File: config.mk
export PLATFORM = sky130hd
export DESIGN_NAME = is_uart_ascii_hex_parser
export DESIGN_NICKNAME = d
export VERILOG_FILES = /design/src/rtl/is_uart_ascii_hex_parser.sv
export SDC_FILE = /design/constraint.sdc
export NUM_CORES = 1
export LEC_CHECK = 0
export ABC_CLOCK_PERIOD_IN_PS = 2500
export BUFFER_PORTS_ARGS = -buffer_cell sky130_fd_sc_hd__buf_2
export CAP_MARGIN = 20
export CORE_AREA = 2 2 116 118
export DETAILED_ROUTE_END_ITERATION = 16
export DIE_AREA = 0 0 118 120
export PLACE_DENSITY_LB_ADDON = 0.1
export REMOVE_ABC_BUFFERS = 1
export SLEW_MARGIN = 20
export SYNTH_ARGS = -nofsm -noshare
export SYNTH_HDL_FRONTEND = slang
export SYNTH_SLANG_ARGS = --single-unit
File: constraint.sdc
create_clock -name clk_i -period 2.5 [get_ports clk_i]
set_input_delay 0.25 -clock clk_i [delete_from_list [all_inputs] [get_ports clk_i]]
set_output_delay 0.25 -clock clk_i [all_outputs]
set_load 0.01 [all_outputs]
File: src/rtl/is_uart_ascii_hex_parser.sv
// -----------------------------------------------------------------------------
// is_uart_ascii_hex_parser
//
// Turns the ASCII byte stream from the UART receiver back into binary words.
// Hex digits ('0'-'9', 'A'-'F', 'a'-'f') are shifted into an accumulator, and a
// terminator (LF, CR or space) hands the word to the command/register logic.
// Malformed input raises a one-cycle error pulse with a sticky error code, and
// the rest of the offending word is dropped up to its terminator.
//
// Parameters
//   DATA_W   byte width of the RX path (must be 8)
//   NIBBLES  maximum hex digits per word; word width is 4*NIBBLES
//
// Ports
//   clk_i         in   system clock, rising edge
//   rstn_i        in   asynchronous active-low reset
//   rx_data_i     in   ASCII byte from UART RX
//   rx_valid_i    in   rx_data_i valid
//   rx_ready_o    out  byte accepted when rx_valid_i && rx_ready_o
//   word_o        out  parsed value, right-aligned, zero-extended
//   digits_o      out  number of hex digits in word_o
//   word_valid_o  out  word_o/digits_o valid, held until word_ready_i
//   word_ready_i  in   consumer accepts the word
//   err_o         out  one-cycle pulse on a parse error
//   err_code_o    out  01 bad char, 10 overflow; held until the next error
//
// Build option
//   IS_HEX_PARSER_PREFIX_EN  accept one "0x"/"0X" prefix at the start of a word
// -----------------------------------------------------------------------------
module is_uart_ascii_hex_parser #(
   parameter int unsigned DATA_W  = 8,
   parameter int unsigned NIBBLES = 8
) (
   input  logic                          clk_i,
   input  logic                          rstn_i,
   input  logic [DATA_W-1:0]             rx_data_i,
   input  logic                          rx_valid_i,
   output logic                          rx_ready_o,
   output logic [4*NIBBLES-1:0]          word_o,
   output logic [$clog2(NIBBLES+1)-1:0]  digits_o,
   output logic                          word_valid_o,
   input  logic                          word_ready_i,
   output logic                          err_o,
   output logic [1:0]                    err_code_o
);

   localparam int unsigned WORD_W = 4 * NIBBLES;
   localparam int unsigned CNT_W  = $clog2(NIBBLES + 1);

   localparam logic [1:0] ERR_BAD_CHAR = 2'b01;
   localparam logic [1:0] ERR_OVERFLOW = 2'b10;

   typedef enum logic [1:0] {
      ST_IDLE,
      ST_ACCUM,
      ST_HOLD,
      ST_SKIP
   } state_t;

   state_t              state_q, state_d;
   logic [WORD_W-1:0]   acc_q, acc_d;
   logic [CNT_W-1:0]    cnt_q, cnt_d;
   logic [WORD_W-1:0]   word_d;
   logic [CNT_W-1:0]    digits_d;
   logic                err_d;
   logic [1:0]          err_code_d;

   logic                consume;
   logic                is_num;
   logic                is_alpha;
   logic                is_digit;
   logic                is_term;
   logic [3:0]          nib;
   logic                take_prefix;

   // ---------------------------------------------------------------------------
   // Byte classification
   // ---------------------------------------------------------------------------
   always_comb begin
      is_num   = (rx_data_i >= 8'h30) && (rx_data_i <= 8'h39);
      is_alpha = ((rx_data_i >= 8'h41) && (rx_data_i <= 8'h46)) ||
                 ((rx_data_i >= 8'h61) && (rx_data_i <= 8'h66));
      is_digit = is_num || is_alpha;
      is_term  = (rx_data_i == 8'h0A) || (rx_data_i == 8'h0D) ||
                 (rx_data_i == 8'h20);
      // Low nibble of '0'-'9' is the value; 'A'-'F'/'a'-'f' have 1..6 there.
      nib      = is_num ? rx_data_i[3:0] : (rx_data_i[3:0] + 4'd9);
   end

   assign rx_ready_o   = (state_q != ST_HOLD);
   assign word_valid_o = (state_q == ST_HOLD);
   assign consume      = rx_valid_i && rx_ready_o;

   // ---------------------------------------------------------------------------
   // Optional "0x" prefix: only directly after a single leading '0'
   // ---------------------------------------------------------------------------
`ifdef IS_HEX_PARSER_PREFIX_EN
   logic prefix_q, prefix_d;

   assign take_prefix = ((rx_data_i == 8'h78) || (rx_data_i == 8'h58)) &&
                        (cnt_q == CNT_W'(1)) && (acc_q == '0) && !prefix_q;

   always_comb begin
      prefix_d = prefix_q;
      if (state_q != ST_ACCUM) begin
         prefix_d = 1'b0;
      end else if (consume && take_prefix) begin
         prefix_d = 1'b1;
      end
   end

   always_ff @(posedge clk_i or negedge rstn_i) begin
      if (!rstn_i) begin
         prefix_q <= 1'b0;
      end else begin
         prefix_q <= prefix_d;
      end
   end
`else
   assign take_prefix = 1'b0;
`endif

   // ---------------------------------------------------------------------------
   // Next-state / datapath
   // ---------------------------------------------------------------------------
   always_comb begin
      state_d    = state_q;
      acc_d      = acc_q;
      cnt_d      = cnt_q;
      word_d     = word_o;
      digits_d   = digits_o;
      err_d      = 1'b0;
      err_code_d = err_code_o;

      unique case (state_q)
         ST_IDLE: begin
            if (consume) begin
               if (is_digit) begin
                  acc_d   = WORD_W'(nib);
                  cnt_d   = CNT_W'(1);
                  state_d = ST_ACCUM;
               end else if (!is_term) begin
                  acc_d      = '0;
                  cnt_d      = '0;
                  err_d      = 1'b1;
                  err_code_d = ERR_BAD_CHAR;
                  state_d    = ST_SKIP;
               end
            end
         end

         ST_ACCUM: begin
            if (consume) begin
               if (is_digit) begin
                  if (cnt_q == CNT_W'(NIBBLES)) begin
                     acc_d      = '0;
                     cnt_d      = '0;
                     err_d      = 1'b1;
                     err_code_d = ERR_OVERFLOW;
                     state_d    = ST_SKIP;
                  end else begin
                     acc_d = (acc_q << 4) | WORD_W'(nib);
                     cnt_d = cnt_q + CNT_W'(1);
                  end
               end else if (is_term) begin
                  // A word holding only a prefix has no digits and is malformed.
                  if (cnt_q == '0) begin
                     acc_d      = '0;
                     err_d      = 1'b1;
                     err_code_d = ERR_BAD_CHAR;
                     state_d    = ST_SKIP;
                  end else begin
                     word_d   = acc_q;
                     digits_d = cnt_q;
                     state_d  = ST_HOLD;
                  end
               end else if (take_prefix) begin
                  acc_d = '0;
                  cnt_d = '0;
               end else begin
                  acc_d      = '0;
                  cnt_d      = '0;
                  err_d      = 1'b1;
                  err_code_d = ERR_BAD_CHAR;
                  state_d    = ST_SKIP;
               end
            end
         end

         ST_HOLD: begin
            if (word_ready_i) begin
               acc_d   = '0;
               cnt_d   = '0;
               state_d = ST_IDLE;
            end
         end

         ST_SKIP: begin
            if (consume && is_term) begin
               acc_d   = '0;
               cnt_d   = '0;
               state_d = ST_IDLE;
            end
         end

         default: begin
            state_d = ST_IDLE;
         end
      endcase
   end

   // ---------------------------------------------------------------------------
   // State and output registers
   // ---------------------------------------------------------------------------
   always_ff @(posedge clk_i or negedge rstn_i) begin
      if (!rstn_i) begin
         state_q    <= ST_IDLE;
         acc_q      <= '0;
         cnt_q      <= '0;
         word_o     <= '0;
         digits_o   <= '0;
         err_o      <= 1'b0;
         err_code_o <= 2'b00;
      end else begin
         state_q    <= state_d;
         acc_q      <= acc_d;
         cnt_q      <= cnt_d;
         word_o     <= word_d;
         digits_o   <= digits_d;
         err_o      <= err_d;
         err_code_o <= err_code_d;
      end
   end

endmodule
==> results.sh <==
export IMPL_final_core_util_pct=35.3
export IMPL_status="completed"
export IMPL_worstSetupEndpoint="word_o[1]$_DFFE_PN0P_"
export IMPL_final_hold_violation_count=0
export IMPL_worstReg2RegStart="cnt_q[0]$_DFFE_PN0P_"
export IMPL_slew_viol_final=0
export IMPL_htree_num_levels=3
export IMPL_dpl_cell_area_um2=4270
export IMPL_seq_area_um2=1930
export IMPL_critPathCaptureType="flop"
export IMPL_max_cap_violations=0
export IMPL_dr_total_vias=2368
export IMPL_post_cts_buffers=0
export IMPL_groute_usage_overall_pct=11.4
export IMPL_yosysTopAreaCell="dfrtp_1"
export IMPL_stdcell_area_um2=4580
export IMPL_grt_max_degree=41
export IMPL_p_leak_nw=2.42
export IMPL_rsz0062_at_grt="false"
export IMPL_area_growth_pct=21.3
export IMPL_worstPathRequired_ns=2.71
export IMPL_final_cell_mix="77 x dfrtp_1, 51 x buf_2, 37 x nand2_1"
export IMPL_rr_endpoint="word_o[1]$_DFFE_PN0P_"
export IMPL_cts_sinks=77
export IMPL_clk_pin_slew_ns=0.06
export IMPL_synth_flop_cell="dfrtp_1"
export IMPL_comb_power_share_pct=15.7
export IMPL_die_area_um2=14200
export IMPL_port_buffers=52
export IMPL_drt_initial_drc_count=99
export IMPL_post_route_period_util_pct=85.7
export IMPL_cts_root_buffer="clkbuf_16"
export IMPL_fillers=1331
export IMPL_synth_area_per_cell_um2=12.5
export IMPL_r2r_slack_ns=0.36
export IMPL_crit_path_max_fanout=36
export IMPL_reg2regPathDepth=6
export IMPL_crit_type="flop to flop"
export IMPL_fin_nets=385
export IMPL_ys_types=49
export IMPL_async_flop_share_pct=100
export IMPL_grt_pass1_wl_mm=12.7
export IMPL_cts_tree="yes"
export IMPL_min_path_type="primary input to flop"
export IMPL_max_freq_mhz=467
export IMPL_p_switching_uw=770
export IMPL_p_clk_share_pct=41.9
export IMPL_drive_above_1_share_pct=35.3
export IMPL_io_pins=53
export IMPL_power_switching_share_pct=25.4
export IMPL_viasPerCell=4.33
export IMPL_crit_chain="inv_1 -> ha_1 -> nor3b_1 -> or3_2 -> buf_12 -> mux2_2"
export IMPL_slowest_delay_ns=0.45
export IMPL_grt_pass1_vias=2444
export IMPL_overflow=0
export IMPL_timing_final_crit_period_ns=2.14
export IMPL_place_congestion=0.801
export IMPL_multiInputGateArea_um2=1570
export IMPL_power_density_nw_per_um2=661
export IMPL_initial_utilization_pct=29.1
export IMPL_power_internal_mw=2.26
export IMPL_synth_cells=303
export IMPL_max_vdd_ir_drop_mv=0.379
export IMPL_antenna_found_initial=0
export IMPL_final_antenna_net_count=0
export IMPL_die_w_um=118
export IMPL_coreArea_um2=13000
export IMPL_synth_edf_count=0
export IMPL_floorplan_die_height_um=120
export IMPL_slowest_stage="nor3b_1"
export IMPL_core_rowCount=42
export IMPL_max_slew_worst_pin_slew_ns=0.521
export IMPL_seqPwrFrac_pct=42.5
export IMPL_cp_startpoint="cnt_q[0]$_DFFE_PN0P_"
export IMPL_num_antenna_cells=0
export IMPL_finalSetupViolations=0
export IMPL_yosysTopAreaCellShare_pct=51.0
export IMPL_first_pass_iters=4
export IMPL_ys_warn_count=0
export IMPL_ys_ff_latch=77
export IMPL_wl_mm=7.35
export IMPL_cts_max_path_buffers=2
export IMPL_slew_headroom_pct=65.3
export IMPL_final_setup_skew_ns=0.00538
export IMPL_clock_latency_ns=0.33
export IMPL_drc=0
export IMPL_crit_arrival_ns=2.36
export IMPL_mostFrequentLayoutCell="dfrtp_1"
export IMPL_wl_per_cell_um=13.4
export IMPL_post_cts_resized=0
export IMPL_synthTopCellsByArea="dfrtp_1 51%, mux2_4 12%, mux2i_1 8.0%"
export IMPL_syn_area_um2=3770
export IMPL_cts_buffers=9
export IMPL_cts_hold_buf=1
export IMPL_hpwlAfterDp_mm=5.00
export IMPL_ys_seq_area_share_pct=51.0
export IMPL_critPathLaunchType="flop"
-- registers in the layout, indices dropped and copies added (netlist names) --
name and count:
acc_q 32, cnt_q 4, digits_o 4, err_code_o 2
err_o 1, state_q 2, word_o 32
-- cells by family after synthesis --
kind of cell	synth area share, %
xor gates and xnor gates	0.464
DFF	51.0
adders and majority gates	2.32
and+or+nand+nor	9.12
AOI/OAI and AO/OA	6.79
buffers and inverters	7.39
muxes	22.9
-- synthesized netlist by cell type (2+ instances only) --
cell,n
nand3_1,5
o21bai_1,2
a21oi_1,3
buf_6,4
mux2_2,10
nor2_1,4
buf_2,4
o21ai_0,4
clkbuf_1,3
a211o_1,2
nor2b_1,3
inv_1,36
and3b_1,2
mux2i_1,30
dfrtp_1,77
a2111oi_4,2
mux2_4,30
nor4b_1,2
buf_12,3
and2_1,2
a31oi_1,2
nand2_1,37
ha_1,7
o211ai_1,2
a2111oi_0,3
-- metrics by stage --
stage          setup slack [ns]  hold slack (ns)  total power, mW  setup TNS, ns  instances
2_1_floorplan            -0.438          -0.0456             1.60         -19.77        288
3_3_place_gp             0.0864            0.272             1.79              0        530
3_5_place_dp             0.0462            0.274             1.79              0        530
4_1_cts                   0.351            0.268             3.09              0        547
5_1_grt                   0.219            0.331             3.19              0        547
6_report                  0.358            0.277             3.03              0        547
-- cell type report --
class                           count  share of cell area (%)
Clock buffer                       13                    6.12
Clock inverter                      3                   0.383
Timing Repair Buffer               67                    9.34
Tap cell                          176                    4.81
Sequential cell                    77                    42.1
Inverter                           36                    2.95
Multi-Input combinational cell    175                    34.3
-- worst max-delay path: cells and delay by family (launching register included) --
| family | cells | cell delay [ns] |
|---|---|---|
| adders and majority gates | 1 | 0.16 |
| buffers and inverters | 2 | 0.35 |
| DFF | 1 | 0.44 |
| muxes | 1 | 0.37 |
| and+or+nand+nor | 2 | 0.69 |
-- power by group through the flow --
stage	registers, mW	clock network, mW	logic, mW
after floorplan	1.31	0	0.284
after global placement	1.31	0	0.487
after detailed placement	1.31	0	0.486
after CTS	1.29	1.32	0.487
after global routing	1.29	1.38	0.515
final	1.29	1.27	0.474
-- how the worst min path moves through the flow --
stage | start | to | depth (start not counted)
final | word_ready_i | state_q[1]$_DFFE_PN0P_ | 4
after global routing | rx_data_i[4] | state_q[0]$_DFFE_PN0P_ | 4
after CTS | word_ready_i | state_q[1]$_DFFE_PN0P_ | 4
after detailed placement | rstn_i | word_o[28]$_DFFE_PN0P_ | 1
after global placement | rstn_i | word_o[28]$_DFFE_PN0P_ | 1
after floorplan | rstn_i | acc_q[0]$_DFFE_PN0P_ | 0
-- routing by layer --
layer / GRT usage (%) / up-vias / part of all wire [%]
met5: 0 / - / 0
met4: 6.10 / 0 / 2.0
met3: 2.19 / 10 / 3.2
met2: 17.1 / 49 / 46
met1: 15.7 / 1149 / 49
li1: - / 1160 / -
No activity file was read; power rests on OpenSTA's default activity.
